**config.mk**
```make
export PLATFORM = sky130hd
export DESIGN_NAME = glyph_match_ctrl
export DESIGN_NICKNAME = d
export VERILOG_FILES = /design/src/rtl/glyph_pkg.sv /design/src/rtl/row_popcount16.sv /design/src/rtl/glyph_match_ctrl.sv
export SDC_FILE = /design/constraint.sdc
export NUM_CORES = 1
export LEC_CHECK = 0
export CAP_MARGIN = 0
export CORE_MARGIN = 2
export CORE_UTILIZATION = 40
export DETAILED_ROUTE_END_ITERATION = 6
export PLACE_DENSITY_LB_ADDON = 0.15
export SLEW_MARGIN = 15
export SYNTH_ARGS = -nofsm -noshare
export SYNTH_HDL_FRONTEND = slang
export SYNTH_SLANG_ARGS = --single-unit
```
**constraint.sdc**
```tcl
create_clock -name clk -period 5.9 [get_ports clk]
set_input_delay 1.475 -clock clk [delete_from_list [all_inputs] [get_ports clk]]
set_output_delay 1.475 -clock clk [all_outputs]
set_load 0.02 [all_outputs]
```
**src/rtl/glyph_pkg.sv**
```systemverilog
`default_nettype none
// ============================================================================
//  Module      : glyph_pkg
//  Description : Shared widths, constants and state encoding for the glyph
//                template matcher and its row popcount helper.
//  Revision    : 1.0  initial release
// ============================================================================
package glyph_pkg;

   localparam int GLYPH_W    = 16;  // pixels per template row
   localparam int GLYPH_ROWS = 16;  // rows per template
   localparam int DIST_W     = 9;   // Hamming distance 0..256
   localparam int GSEL_W     = 4;   // template select width
   localparam int ROW_AW     = 4;   // row address width
   localparam int CNT_W      = 5;   // per-row popcount 0..16

   // Initial running best: larger than nothing, equal to a fully inverted glyph
   localparam logic [DIST_W-1:0] DIST_MAX = 9'd256;

   typedef enum logic [1:0] {
      IDLE = 2'd0,
      SCAN = 2'd1,
      DONE = 2'd2
   } state_t;

endpackage
`default_nettype wire

```
**src/rtl/row_popcount16.sv**
```systemverilog
`default_nettype none
// ============================================================================
//  Module      : row_popcount16
//  Description : Combinational XOR of two 16-pixel rows followed by a
//                popcount, giving the per-row Hamming distance (0..16).
//  Revision    : 1.0  initial release
// ============================================================================
module row_popcount16
   import glyph_pkg::*;
(
   input  logic [GLYPH_W-1:0] a,
   input  logic [GLYPH_W-1:0] b,
   output logic [CNT_W-1:0]   count
);

   logic [GLYPH_W-1:0] diff;

   assign diff = a ^ b;

   // Count differing pixels in the row
   always_comb begin
      count = '0;
      for (int i = 0; i < GLYPH_W; i++) begin
         count = count + CNT_W'(diff[i]);
      end
   end

endmodule
`default_nettype wire

```
**src/rtl/glyph_match_ctrl.sv**
```systemverilog
`default_nettype none
// ============================================================================
//  Module      : glyph_match_ctrl
//  Description : Scans NGLYPH 16x16 templates one row per cycle against a
//                captured bitmap, tracks the minimum Hamming distance and
//                reports the closest glyph, its distance and a match flag.
//  Revision    : 1.0  initial release
// ============================================================================
module glyph_match_ctrl
   import glyph_pkg::*;
#(
   parameter int NGLYPH      = 16,
   parameter int REJECT_DIST = 64
)(
   input  logic                clk,
   input  logic                rst_n,
   input  logic                start,
   input  logic                abort,
   output logic [GSEL_W-1:0]   glyph_sel,
   output logic [ROW_AW-1:0]   rom_addr,
   input  logic [GLYPH_W-1:0]  rom_row,
   output logic [ROW_AW-1:0]   bmp_addr,
   input  logic [GLYPH_W-1:0]  bmp_row,
   output logic                busy,
   output logic                done,
   output logic                valid,
   output logic [GSEL_W-1:0]   best_glyph,
   output logic [DIST_W-1:0]   best_dist,
   output logic                match
);

   localparam logic [GSEL_W-1:0] LAST_G = GSEL_W'(NGLYPH - 1);
   localparam logic [ROW_AW-1:0] LAST_R = ROW_AW'(GLYPH_ROWS - 1);
   localparam logic [DIST_W-1:0] REJ_D  = DIST_W'(REJECT_DIST);

   state_t             state;
   logic [GSEL_W-1:0]  g;
   logic [ROW_AW-1:0]  r;
   logic [DIST_W-1:0]  acc;
   logic [DIST_W-1:0]  run_best;
   logic [GSEL_W-1:0]  run_glyph;

   logic [CNT_W-1:0]   row_d;
   logic [DIST_W-1:0]  tot;
   logic               better;
   logic [DIST_W-1:0]  fin_dist;
   logic [GSEL_W-1:0]  fin_glyph;

   row_popcount16 u_popcount (
      .a     (rom_row),
      .b     (bmp_row),
      .count (row_d)
   );

   // Glyph total including the current row; strict compare keeps the lower
   // index on a tie. fin_* is the winner once the last row has been added.
   assign tot       = acc + DIST_W'(row_d);
   assign better    = (tot < run_best);
   assign fin_dist  = better ? tot : run_best;
   assign fin_glyph = better ? g   : run_glyph;

   // Addresses come straight from the counters, which are zero outside SCAN
   assign glyph_sel = g;
   assign rom_addr  = r;
   assign bmp_addr  = r;

   // Scan sequencer with registered status and result outputs
   always_ff @(posedge clk or negedge rst_n) begin
      if (!rst_n) begin
         state      <= IDLE;
         g          <= '0;
         r          <= '0;
         acc        <= '0;
         run_best   <= DIST_MAX;
         run_glyph  <= '0;
         busy       <= 1'b0;
         done       <= 1'b0;
         valid      <= 1'b0;
         best_glyph <= '0;
         best_dist  <= '0;
         match      <= 1'b0;
      end else begin
         done <= 1'b0;
         case (state)
            IDLE: begin
               if (start && !abort) begin
                  state     <= SCAN;
                  g         <= '0;
                  r         <= '0;
                  acc       <= '0;
                  run_best  <= DIST_MAX;
                  run_glyph <= '0;
                  valid     <= 1'b0;
                  busy      <= 1'b1;
               end
            end
            SCAN: begin
               if (abort) begin
                  state <= IDLE;
                  busy  <= 1'b0;
                  g     <= '0;
                  r     <= '0;
                  acc   <= '0;
               end else if (r != LAST_R) begin
                  acc <= tot;
                  r   <= r + 1'b1;
               end else begin
                  run_best  <= fin_dist;
                  run_glyph <= fin_glyph;
                  acc       <= '0;
                  r         <= '0;
                  if (g != LAST_G) begin
                     g <= g + 1'b1;
                  end else begin
                     // Results land together with entry to DONE so they are
                     // valid in the done cycle itself
                     state      <= DONE;
                     busy       <= 1'b0;
                     g          <= '0;
                     best_glyph <= fin_glyph;
                     best_dist  <= fin_dist;
                     match      <= (fin_dist <= REJ_D);
                     valid      <= 1'b1;
                     done       <= 1'b1;
                  end
               end
            end
            DONE: begin
               state <= IDLE;
            end
            default: begin
               state <= IDLE;
            end
         endcase
      end
   end

endmodule
`default_nettype wire
```
==> impl_table.tex, run 1 <==
\begin{tabular}{lr}
\hline
Metric & Value \\
\hline
\multicolumn{2}{l}{\textbf{Drt}} \\
Total Routed Length & around 7300 um \\
DRC Markers & 0 \\
Average vias per placed instance & a little over 5 \\
Vias & around 2600 \\
Residual antenna-violating net count after detailed routing & 0 \\
Count of routing violations after the opening detailed-route iteration & 90 \\
Post-DR wirelength/cell & between 10 and 15 um \\
TritonRoute pass-1 iters & 4 \\
\multicolumn{2}{l}{\textbf{Pwr}} \\
Maximum VDD drop & roughly 450 uV \\
Static leakage & 2.07 nW \\
Internal power component & roughly 1.5 mW \\
Overall power consumption & 2.63 mW \\
Power share of the clock group & 8.1\% \\
Relative contribution of sequential cells to total power & about 16\% \\
Combinational power share & $\sim$76\% \\
Switching pwr & between 1 and 1.5 mW \\
Switching part of the total power & between 40 and 50\% \\
P per Cell Area & 580 nW/um2 \\
\multicolumn{2}{l}{\textbf{Die}} \\
Die Y-Extent & just over 90 um \\
Die area & 8500 um2 \\
Number of I/O pins & 65 \\
Effective utilization at floorplan & around two fifths \\
Die X & slightly above 90 um \\
Core Box Area & about 7600 um2 \\
Row count & 32 \\
\multicolumn{2}{l}{\textbf{Timing}} \\
Minimum setup slack in the final design & -1.30 ns \\
Number of hold-slack violations in the final timing report & 0 \\
Clock skew & 0.00421 ns \\
Count of endpoints failing setup in the final report & 32 \\
Clock period minus final worst setup slack & a little over 7 ns \\
Setup repair after global routing missed its margin & true \\
Max Clk Rate & 139 MHz \\
Final cycle utilization of the critical path & 122\% \\
Tightest slew margin relative to the limit & a little over two fifths \\
Transition time of the tightest slew-check pin & about 0.84 ns \\
Count of pins over their slew limit & 0 \\
\multicolumn{2}{l}{\textbf{Hold path}} \\
Startpoint of the most critical hold path & best\_glyph[2] \\
Class of the tightest hold or removal check & reg2reg \\
\multicolumn{2}{l}{\textbf{Synthesis}} \\
Synth top area cells & dfrtp\_1 39\%, ha\_1 8.0\%, fa\_1 7.1\% \\
Top flip-flop cell by instance count after synthesis & dfrtp\_1 \\
Synth warn & 0 \\
Mean instance size in the synthesized netlist & between 9 and 10 um2 \\
Number of cells produced by synthesis & between 300 and 400 \\
Number of unique standard cell types used by synthesis & 53 \\
Biggest area consumer among synthesized cells & dfrtp\_1 \\
Number of synthesized register bits & a little under 50 \\
Number of flops mapped to enable cells by yosys & 0 \\
Total nets after synthesis & $\sim$380 \\
Part of the Yosys area used for sequential elements & 39.4\% \\
Combined area of all synthesized cells & $\sim$3100 um2 \\
Share of flip-flops with an asynchronous set or reset after synthesis & 100\% \\
Synth top area share & between 30\% and 40\% \\
\multicolumn{2}{l}{\textbf{Critical path}} \\
Number of cells traversed by the worst register-to-register path & 17 \\
Critical path origin & rom\_row[1] \\
Worst Path Required & 6.09 ns \\
Crit path capture & match \\
Crit Path Category & in2reg \\
Arrival time worst endpoint & about 7.4 ns \\
Maximum fanout count along the critical path & 4 \\
Endpoint of the worst-slack reg-to-reg timing path & match \\
R2R Path Start & acc[0] \\
Slack of the worst reg-to-reg path & roughly 2.6 ns \\
Critical Path Sink Type & register \\
Kind of start point of the critical path & input pin \\
\multicolumn{2}{l}{\textbf{Final layout}} \\
Multi-input gate area in the final layout & just under 2000 um2 \\
Final design utilization & between 50 and 60\% \\
ANT cells & 0 \\
Final-layout fill cell count & between 600 and 700 \\
Fin cells & between 500 and 600 \\
Commonest non-fill, non-tap cell in the layout & clkdlybuf4s50\_1 \\
Commonest cells after routing, fill and taps aside & 49 x clkdlybuf4s50\_1, 48 x dfrtp\_1, 30 x buf\_4 \\
Signed area change from the synthesized netlist to the final layout & 46.0\% \\
Sequential cell area & around 1200 um2 \\
Fraction of final layout cells with drive strength greater than 1 & between 20\% and 30\% \\
Layout Nets & between 400 and 500 \\
Post-route cell area & between 4000 and 5000 um2 \\
\multicolumn{2}{l}{\textbf{Global route}} \\
Global-route congestion overflow total & 0 \\
First-pass GRT wire length & 12400 um \\
Global Route Usage Sum & 18.0\% \\
Antenna violations before repair & 0 \\
Largest net degree at the start of global routing & 50 \\
Via count of the first global-routing pass & $\sim$2700 \\
\multicolumn{2}{l}{\textbf{CTS}} \\
Register clock-pin slew on the reported worst setup and hold paths & approximately 0.1 ns \\
Hold Buf Count CTS & 0 \\
Root buffer selected by CTS & clkbuf\_8 \\
Insertion delay of the later-clocked pin in the worst-skew pair & between 0.3 and 0.4 ns \\
TritonCTS clock tree & built \\
Sinks on Clock Net & 49 \\
CTS max path bufs & 2 \\
TritonCTS Buffers & 5 \\
Number of H-tree levels & 2 \\
\multicolumn{2}{l}{\textbf{Placement}} \\
Placer congestion estimate & roughly 0.8 \\
Post-Place Cell Area & just over 4000 um2 \\
Post-DP HPWL & between 5000 and 6000 um \\
Number of port buffers & 64 \\
\# placed instances & approximately 500 \\
\multicolumn{2}{l}{\textbf{Flow run}} \\
Max capacitance violation total & 0 \\
\multicolumn{2}{l}{\textbf{Outcome}} \\
Result of the run & finished, violations left \\
Violations in the final reports & negative setup slack \\
\hline
\end{tabular}
[layout make-up]
class                   instances  area share (%)
multi-input cells             226            43.6
repair buffers                105            22.3
well taps                     102            2.81
clock buffers                   5            1.52
inverters                      25            2.07
clock inverters                 3           0.634
flip-flops and latches         49            27.0
[synthesized netlist by cell type (2+ instances only)]
master,n
a21o_1,5
nand3_1,6
nor3_1,2
nor2_1,23
o31ai_1,2
nor3b_1,2
nand2b_1,3
nand2_1,29
dfrtp_1,48
a22o_1,18
inv_1,25
o21ai_0,27
clkbuf_1,6
nor2b_1,2
buf_4,5
or2_2,2
ha_1,20
xor2_1,14
a211oi_2,2
mux2i_1,6
buf_2,2
fa_1,11
a21oi_1,14
xnor2_1,8
and3_1,2
nand4_1,2
a211oi_1,2
[worst max-delay path, stage by stage]
cell,delay (ns)
buf_6,0.09
xor2_1,0.15
ha_1,0.31
fa_1,0.55
fa_1,0.43
fa_1,0.48
inv_1,0.04
fa_1,0.45
fa_2,0.37
fa_2,0.58
inv_2,0.05
ha_4,0.21
a211oi_4,0.30
nor2_2,0.10
nor4b_2,0.25
nand4b_1,0.16
ha_1,0.26
nand4_1,0.12
nor2_1,0.08
a211oi_2,0.23
buf_4,0.20
buf_6,0.11
a2111oi_4,0.03
mux2i_1,0.22
o31ai_2,0.12
[registers in the layout, summed over array words and instances, names as in the netlist]
register	cells
run_best	9
run_glyph	4
glyph_sel	4
done	1
match	1
valid	1
best_glyph	4
bmp_addr	4
state	2
best_dist	9
busy	1
acc	9
[power groups by stage]
stage	logic, mW	clock network, mW	registers (mW)
floorplan	1.04	0	0.426
global placement	1.63	0	0.417
detailed placement	1.67	0	0.417
CTS	1.95	0.221	0.412
global route	2.24	0.233	0.419
finish	2.01	0.214	0.413
[worst min-delay path by stage]
| stage | end | slack, ns | depth (start not counted) |
|---|---|---|---|
| 5_1_grt | best_dist[1] | 0.51 | 2 |
| 4_1_cts | best_dist[1] | 0.50 | 2 |
| 3_5_place_dp | best_dist[8] | 0.47 | 1 |
| 2_1_floorplan | run_glyph[0] | 0.47 | 1 |
| 6_report | best_glyph[2] | 0.49 | 2 |
| 3_3_place_gp | best_dist[8] | 0.46 | 1 |
[timing repair]
item	in CTS	in global routing
pin swaps	40	24
cloned	1	1
setup buffers	6	5
resized for setup	66	26
endpoints found under the setup margin	34	34
[cells by family after synthesis]
family	Yosys count	synth area share, %
XOR/XNOR	23	6.72
multiplexers	6	1.93
AO/OA/AOI/OAI	84	18.8
adder cells (fa/ha/maj)	31	15.1
AND/OR/NAND/NOR	82	12.3
flip-flops	49	39.4
buffers and inverters	39	5.63
[through the flow]
step	worst slack [ns]	setup TNS (ns)	hold WS, ns
3_3_place_gp	-1.89	-54.20	0.463
2_1_floorplan	-1.41	-36.02	0.465
6_report	-1.30	-33.18	0.488
3_5_place_dp	-2.03	-57.33	0.469
4_1_cts	-1.45	-38.88	0.498
5_1_grt	-1.63	-42.65	0.509
[per-layer routing]
metal / up-vias / track usage [%] / wire length (um)
li1: 1277 / - / -
met1: 1237 / 23.6 / 3170
met2: 88 / 31.4 / 3630
met3: 13 / 2.55 / 340
met4: 0 / 4.73 / 111
met5: - / 0 / 0
(Power assumes the default switching activity.)
==> run 2, diff against run 1 <==
Settings changed: CTS_CLUSTER_SIZE from default to 30.
Clock period 5.9 ns to 9.2 ns, I/O delays scaled along.
==> impl_table.tex, run 2 (synthesis results as in run 1) <==
\begin{tabular}{lr}
\hline
Metric & Value \\
\hline
\multicolumn{2}{l}{\textbf{Placement}} \\
Post-Place Cell Area & 3900 um2 (-4.2\%) \\
Post-DP HPWL & 4880 um (-6.5\%) \\
\# placed instances & 477 (-3.8\%) \\
Placer congestion estimate & 0.830 (+2.5\%) \\
Number of port buffers & 64 (unchanged) \\
\multicolumn{2}{l}{\textbf{Critical path}} \\
Buffers and inverters on the worst path & 4 (-1) \\
Arrival time worst endpoint & 9.01 ns (+1.62 ns) \\
CP max stage delay & 0.54 ns (-0.04 ns) \\
R2R Path Start & acc[0] \\
Crit Path Category & in2reg \\
Critical Path Sink Type & register \\
Worst Path Required & 9.41 ns (+3.32 ns) \\
Ordered list of cells on the worst path & clkdlybuf4s50\_1 -> xor2\_1 -> ha\_1 -> fa\_1 -> fa\_1 -> fa\_1 -> inv\_1 -> fa\_1 -> fa\_1 -> fa\_1 -> fa\_1 -> nand2b\_1 -> a21oi\_1 -> o2111ai\_1 -> xor2\_1 -> inv\_1 -> ha\_1 -> nand4\_1 -> nor3\_1 -> a211oi\_2 -> buf\_4 -> a2111oi\_1 -> mux2i\_1 -> o31ai\_2 \\
Slack of the worst reg-to-reg path & 5.79 ns (+3.16 ns) \\
Endpoint of the worst-slack reg-to-reg timing path & match \\
Number of cells traversed by the worst register-to-register path & 16 (-1) \\
Crit path max-delay family & adder cells \\
Slowest stage cell, crit path & fa\_1 \\
Kind of start point of the critical path & input pin \\
CP dominant cell by count & fa\_1 \\
Maximum fanout count along the critical path & 5 (+1) \\
\multicolumn{2}{l}{\textbf{Die}} \\
Die X & 92.2 um (unchanged) \\
Number of I/O pins & 65 (unchanged) \\
Die area & 8500 um2 (unchanged) \\
Effective utilization at floorplan & 40.7\% (unchanged) \\
Die Y-Extent & 92.2 um (unchanged) \\
Row count & 32 (unchanged) \\
Core Box Area & 7650 um2 (unchanged) \\
\multicolumn{2}{l}{\textbf{Pwr}} \\
Maximum VDD drop & 236 uV (-48\%) \\
Combinational power share & 70.8\% (-5.4 points) \\
Static leakage & 1.84 nW (-11\%) \\
Switching part of the total power & 46.3\% (+1.8 points) \\
Power share of the clock group & 9.6\% (+1.5 points) \\
Relative contribution of sequential cells to total power & 19.5\% (+3.8 points) \\
Overall power consumption & 1.34 mW (-49\%) \\
Internal power component & 719 uW (-51\%) \\
Switching pwr & 621 uW (-47\%) \\
P per Cell Area & 335 nW/um2 (-42\%) \\
\multicolumn{2}{l}{\textbf{Timing}} \\
Clock period minus final worst setup slack & $\sim$9 ns \\
Setup TNS Final & 0 ns (+33.18 ns) \\
Count of endpoints failing setup in the final report & 0 (-100\%) \\
Count of pins over their slew limit & 0 (unchanged) \\
Final cycle utilization of the critical path & between 90\% and 100\% \\
Clock skew & 0.0135 ns (+0.00928 ns) \\
Max Clk Rate & between 100 and 150 MHz \\
Tightest slew margin relative to the limit & 42.9\% (-0.84 points) \\
Transition time of the tightest slew-check pin & 0.857 ns (+0.0126 ns) \\
Setup repair after global routing missed its margin & true \\
Number of hold-slack violations in the final timing report & 0 (unchanged) \\
\multicolumn{2}{l}{\textbf{Drt}} \\
Count of routing violations after the opening detailed-route iteration & 81 (-10\%) \\
Vias & 2454 (-6.2\%) \\
DRC Markers & 0 (unchanged) \\
TritonRoute pass-1 iters & 4 (unchanged) \\
Residual antenna-violating net count after detailed routing & 0 (unchanged) \\
Post-DR wirelength/cell & 13.1 um (-7.3\%) \\
Average vias per placed instance & 5.05 (-0.56\%) \\
Total Routed Length & 6350 um (-13\%) \\
\multicolumn{2}{l}{\textbf{Final layout}} \\
Commonest cells after routing, fill and taps aside & 63 x clkdlybuf4s50\_1, 48 x dfrtp\_1, 29 x nand2\_1 \\
Commonest non-fill, non-tap cell in the layout & clkdlybuf4s50\_1 \\
ANT cells & 0 (unchanged) \\
Fraction of final layout cells with drive strength greater than 1 & 8.07\% (-19 points) \\
Biggest regs & acc (9), best\_dist (9), run\_best (9) \\
Fin cells & 486 (-5.6\%) \\
Layout Nets & 450 (-6.1\%) \\
Signed area change from the synthesized netlist to the final layout & 28.4\% \\
Post-route cell area & 4000 um2 (-12\%) \\
\multicolumn{2}{l}{\textbf{CTS}} \\
TritonCTS Buffers & 5 (unchanged) \\
Insertion delay of the later-clocked pin in the worst-skew pair & 0.31 ns (about the same) \\
Register clock-pin slew on the reported worst setup and hold paths & 0.09 ns (about the same) \\
TritonCTS clock tree & built \\
Number of H-tree levels & 2 (unchanged) \\
CTS max path bufs & 2 (unchanged) \\
Root buffer selected by CTS & clkbuf\_8 \\
Sinks on Clock Net & 49 (unchanged) \\
\multicolumn{2}{l}{\textbf{Global route}} \\
Global Route Usage Sum & 15.7\% (-2.3 points) \\
Global-route congestion overflow total & 0 (unchanged) \\
Antenna violations before repair & 0 (unchanged) \\
Largest net degree at the start of global routing & 50 (unchanged) \\
Via count of the first global-routing pass & 2424 (-8.7\%) \\
First-pass GRT wire length & 10800 um (-12\%) \\
\multicolumn{2}{l}{\textbf{Hold path}} \\
Class of the tightest hold or removal check & reg2reg \\
Startpoint of the most critical hold path & best\_dist[8] \\
Hold path cells & 1 (-1) \\
Hold EP & best\_dist[8] \\
\multicolumn{2}{l}{\textbf{Flow run}} \\
Max capacitance violation total & 0 (unchanged) \\
\multicolumn{2}{l}{\textbf{Outcome}} \\
Result of the run & finished clean \\
\hline
\end{tabular}
[run 2: cell types whose count changed in the layout (fill, tap and decap cells not counted), moves of 6 or more]
cell	previous run	this run
dlygate4sd2_1	6	0
buf_6	12	0
a21oi_1	4	14
nor2_1	13	23
a21oi_2	8	0
o21ai_1	13	1
buf_4	30	10
o21ai_0	11	27
nor2_2	7	1
clkdlybuf4s50_1	49	63
[run 2: cell type report]
| cell class | count | area [um2] |
|---|---|---|
| clock buffers | 6 | 72.6 |
| clock inverters | 2 | 13.8 |
| fillers | 718 | 3650 |
| inverters | 25 | 93.8 |
| multi-input cells | 226 | 1710 |
| flip-flops and latches | 49 | 1230 |
| well taps | 102 | 128 |
| repair buffers | 76 | 751 |
[run 2: through the flow]
step | util [%] | setup slack, ns | hold WS [ns]
final | 52.3 | 0.405 | 0.478
after global routing | 52.3 | -0.0232 | 0.515
after CTS | 52.1 | 0.271 | 0.487
after detailed placement | 51.0 | -0.0558 | 0.466
after global placement | 51.0 | 0.0549 | 0.458
after floorplan | - | 0.719 | 0.465
[run 2: worst max-delay path by stage]
stage	from	endpoint	slack (ns)	cells past startpoint
2_1_floorplan	bmp_row[0]	run_best[0]	0.72	23
3_3_place_gp	bmp_row[0]	match	0.05	24
3_5_place_dp	rom_row[1]	match	-0.06	25
4_1_cts	rom_row[1]	match	0.27	25
5_1_grt	rom_row[0]	best_glyph[3]	-0.02	23
6_report	bmp_row[0]	match	0.40	24
[run 2: routing by layer]
layer,share of wire (%),track usage [%]
met1,49,21.8
met4,0.87,3.86
met5,0,0
met3,2.8,2.47
met2,47,25.9
[run 2: power by group through the flow]
| stage | clock, mW | combinational [mW] | sequential (mW) |
|---|---|---|---|
| 2_1_floorplan | 0 | 0.643 | 0.273 |
| 3_3_place_gp | 0 | 0.926 | 0.266 |
| 3_5_place_dp | 0 | 0.941 | 0.266 |
| 4_1_cts | 0.133 | 0.950 | 0.262 |
| 5_1_grt | 0.142 | 1.07 | 0.266 |
| 6_report | 0.129 | 0.949 | 0.262 |
[run 2: what timing repair did]
item / 4_1_cts / 5_1_grt
setup buffers: 0 / 1
endpoints found under the hold margin: 0 / 0
hold buffers: 0 / 0
setup endpoints to repair: 0 / 9
gates resized for setup: 0 / 1
==> run 3, diff against run 2 <==
Settings changed: CORE_MARGIN 2 to default.
==> impl_table.tex, run 3 (synthesis results as in run 1) <==
\begin{tabular}{lr}
\hline
Metric & Value \\
\hline
\multicolumn{2}{l}{\textbf{CTS}} \\
CTS max path bufs & 2 (unchanged) \\
Post-cts repair resize count & 0 (unchanged) \\
Sinks on Clock Net & 49 (unchanged) \\
Insertion delay of the later-clocked pin in the worst-skew pair & 0.31 ns (about the same) \\
TritonCTS clock tree & built \\
Hold Buf Count CTS & 0 (unchanged) \\
Register clock-pin slew on the reported worst setup and hold paths & 0.10 ns (about the same) \\
TritonCTS Buffers & 5 (unchanged) \\
Number of H-tree levels & 2 (unchanged) \\
Number of setup buffers added after CTS & 0 (unchanged) \\
Root buffer selected by CTS & clkbuf\_8 \\
\multicolumn{2}{l}{\textbf{Final layout}} \\
ANT cells & 0 (unchanged) \\
Commonest cells after routing, fill and taps aside & 63 x clkdlybuf4s50\_1, 48 x dfrtp\_1, 29 x nand2\_1 \\
Fin cells & 482 (-0.82\%) \\
Fraction of final layout cells with drive strength greater than 1 & 8.36\% (+0.28 points) \\
Signed area change from the synthesized netlist to the final layout & 27.9\% \\
Final-layout fill cell count & 683 (-4.9\%) \\
Commonest non-fill, non-tap cell in the layout & clkdlybuf4s50\_1 \\
Post-route cell area & 3980 um2 (-0.44\%) \\
Biggest regs & acc (9), best\_dist (9), run\_best (9) \\
Layout Nets & 449 (-0.22\%) \\
Final design utilization & 54.0\% (+1.7 points) \\
\multicolumn{2}{l}{\textbf{Global route}} \\
Antenna violations before repair & 0 (unchanged) \\
Via count of the first global-routing pass & 2410 (-0.58\%) \\
Largest net degree at the start of global routing & 50 (unchanged) \\
First-pass GRT wire length & 11300 um (+4.3\%) \\
Global Route Usage Sum & 16.9\% (+1.2 points) \\
Global-route congestion overflow total & 0 (unchanged) \\
\multicolumn{2}{l}{\textbf{Placement}} \\
Pre-CTS WS & -0.0840 ns (-0.0283 ns) \\
\# placed instances & 474 (-0.63\%) \\
Number of port buffers & 64 (unchanged) \\
Post-DP HPWL & 4990 um (+2.3\%) \\
Post-Place Cell Area & 3870 um2 (-0.74\%) \\
Placer congestion estimate & 0.867 (+4.5\%) \\
\multicolumn{2}{l}{\textbf{Die}} \\
Die Y-Extent & 90.2 um (-2.2\%) \\
Number of I/O pins & 65 (unchanged) \\
Die area & 8140 um2 (-4.3\%) \\
Core Box Area & 7370 um2 (-3.6\%) \\
Row count & 31 (-3.1\%) \\
Die X & 90.2 um (-2.2\%) \\
Effective utilization at floorplan & 42.2\% (+1.5 points) \\
\multicolumn{2}{l}{\textbf{Pwr}} \\
Static leakage & 1.83 nW (-0.81\%) \\
Internal power component & 727 uW (+1.1\%) \\
Maximum VDD drop & 206 uV (-13\%) \\
P per Cell Area & 340 nW/um2 (+1.5\%) \\
Switching pwr & 627 uW (+0.98\%) \\
Switching part of the total power & 46.3\% (about the same) \\
Power share of the clock group & 9.7\% (about the same) \\
Overall power consumption & 1.35 mW (+1.0\%) \\
Relative contribution of sequential cells to total power & 19.4\% (about the same) \\
Combinational power share & 70.9\% (about the same) \\
\multicolumn{2}{l}{\textbf{Drt}} \\
TritonRoute pass-1 iters & 4 (unchanged) \\
Total Routed Length & 6430 um (+1.3\%) \\
Residual antenna-violating net count after detailed routing & 0 (unchanged) \\
Vias & 2450 (-0.16\%) \\
Count of routing violations after the opening detailed-route iteration & 73 (-9.9\%) \\
Average vias per placed instance & 5.08 (+0.67\%) \\
DRC Markers & 0 (unchanged) \\
Post-DR wirelength/cell & 13.3 um (+2.2\%) \\
\multicolumn{2}{l}{\textbf{Outcome}} \\
Result of the run & finished clean \\
\multicolumn{2}{l}{\textbf{Critical path}} \\
Worst Path Required & 9.42 ns (about the same) \\
Crit Path Category & in2reg \\
Critical Path Sink Type & register \\
Maximum fanout count along the critical path & 11 (+6) \\
Arrival time worst endpoint & 9.04 ns (+0.03 ns) \\
Kind of start point of the critical path & input pin \\
\multicolumn{2}{l}{\textbf{Timing}} \\
Hold Slack & 0.483 ns (+0.00485 ns) \\
Transition time of the tightest slew-check pin & 0.827 ns (-0.0303 ns) \\
Minimum setup slack in the final design & 0.379 ns (-0.0256 ns) \\
Count of endpoints failing setup in the final report & 0 (unchanged) \\
Count of pins over their slew limit & 0 (unchanged) \\
Setup repair after global routing missed its margin & false \\
Clock skew & 0.0143 ns (+0.000779 ns) \\
Final cycle utilization of the critical path & 95.9\% (+0.28 points) \\
Max Clk Rate & 113 MHz (-0.29\%) \\
Clock period minus final worst setup slack & 8.82 ns (+0.0256 ns) \\
Setup TNS Final & 0 ns (unchanged) \\
Tightest slew margin relative to the limit & 44.9\% (+2.0 points) \\
Number of hold-slack violations in the final timing report & 0 (unchanged) \\
\multicolumn{2}{l}{\textbf{Hold path}} \\
Class of the tightest hold or removal check & reg2reg \\
\multicolumn{2}{l}{\textbf{Flow run}} \\
Max capacitance violation total & 0 (unchanged) \\
\hline
\end{tabular}
-- run 3: changes by cell type in the layout (fill, tap and decap cells not counted) --
cell	before	now
a211oi_2	2	1
a2111oi_2	0	1
buf_12	2	0
buf_4	10	12
a211oi_4	0	1
o21ai_1	1	2
o21ai_0	27	26
a2111oi_1	1	0
clkinvlp_4	0	1
buf_2	1	0
clkbuf_1	1	0
-- run 3: path summary, 6_finish.rpt --
kind,from,end,slack [ns],cells past startpoint
setup / recovery,bmp_row[0],match,0.38,24
hold reg to reg,best_glyph[1],best_glyph[1],0.48,2
min in group asynchronous,rst_n,best_glyph[1],2.00,1
max in group asynchronous,rst_n,state[0],6.78,1
setup reg to reg,acc[0],match,5.73,16
hold / removal,best_glyph[1],best_glyph[1],0.48,2
-- run 3: power by group through the flow --
stage	Clock (mW)	Sequential (mW)	Combinational [mW]
detailed placement	0	0.267	0.935
CTS	0.135	0.263	0.940
global route	0.143	0.267	1.09
finish	0.132	0.263	0.959
floorplan	0	0.273	0.643
global placement	0	0.267	0.916
-- run 3: cell type report --
type	count	area (um2)	share of cell area (%)
multi-input combinational	226	1720	43.3
clock buffer	5	68.8	1.73
sequential	49	1230	30.8
inverter	25	93.8	2.36
tap	99	124	3.11
timing repair buffer	75	721	18.1
clock inverter	3	21.3	0.535
-- run 3: routing by layer --
metal,up-vias,part of all wire [%],GRT usage (%)
met5,-,0,0
met4,0,1.2,5.38
met3,7,3.1,2.62
met2,50,46,26.1
met1,1173,49,24.3
li1,1220,-,-
-- run 3: critical path: stages --
cell	delay [ns]
clkdlybuf4s50_1	0.41
xor2_1	0.16
ha_1	0.31
fa_1	0.52
fa_1	0.52
fa_1	0.55
inv_1	0.06
fa_1	0.50
fa_1	0.46
fa_1	0.50
fa_1	0.44
nand2b_1	0.17
a21oi_1	0.17
o2111ai_1	0.16
xor2_1	0.20
inv_1	0.06
ha_1	0.31
nand4_1	0.12
nor3_1	0.26
a211oi_2	0.10
buf_4	0.19
a2111oi_2	0.34
mux2i_1	0.14
o31ai_2	0.08
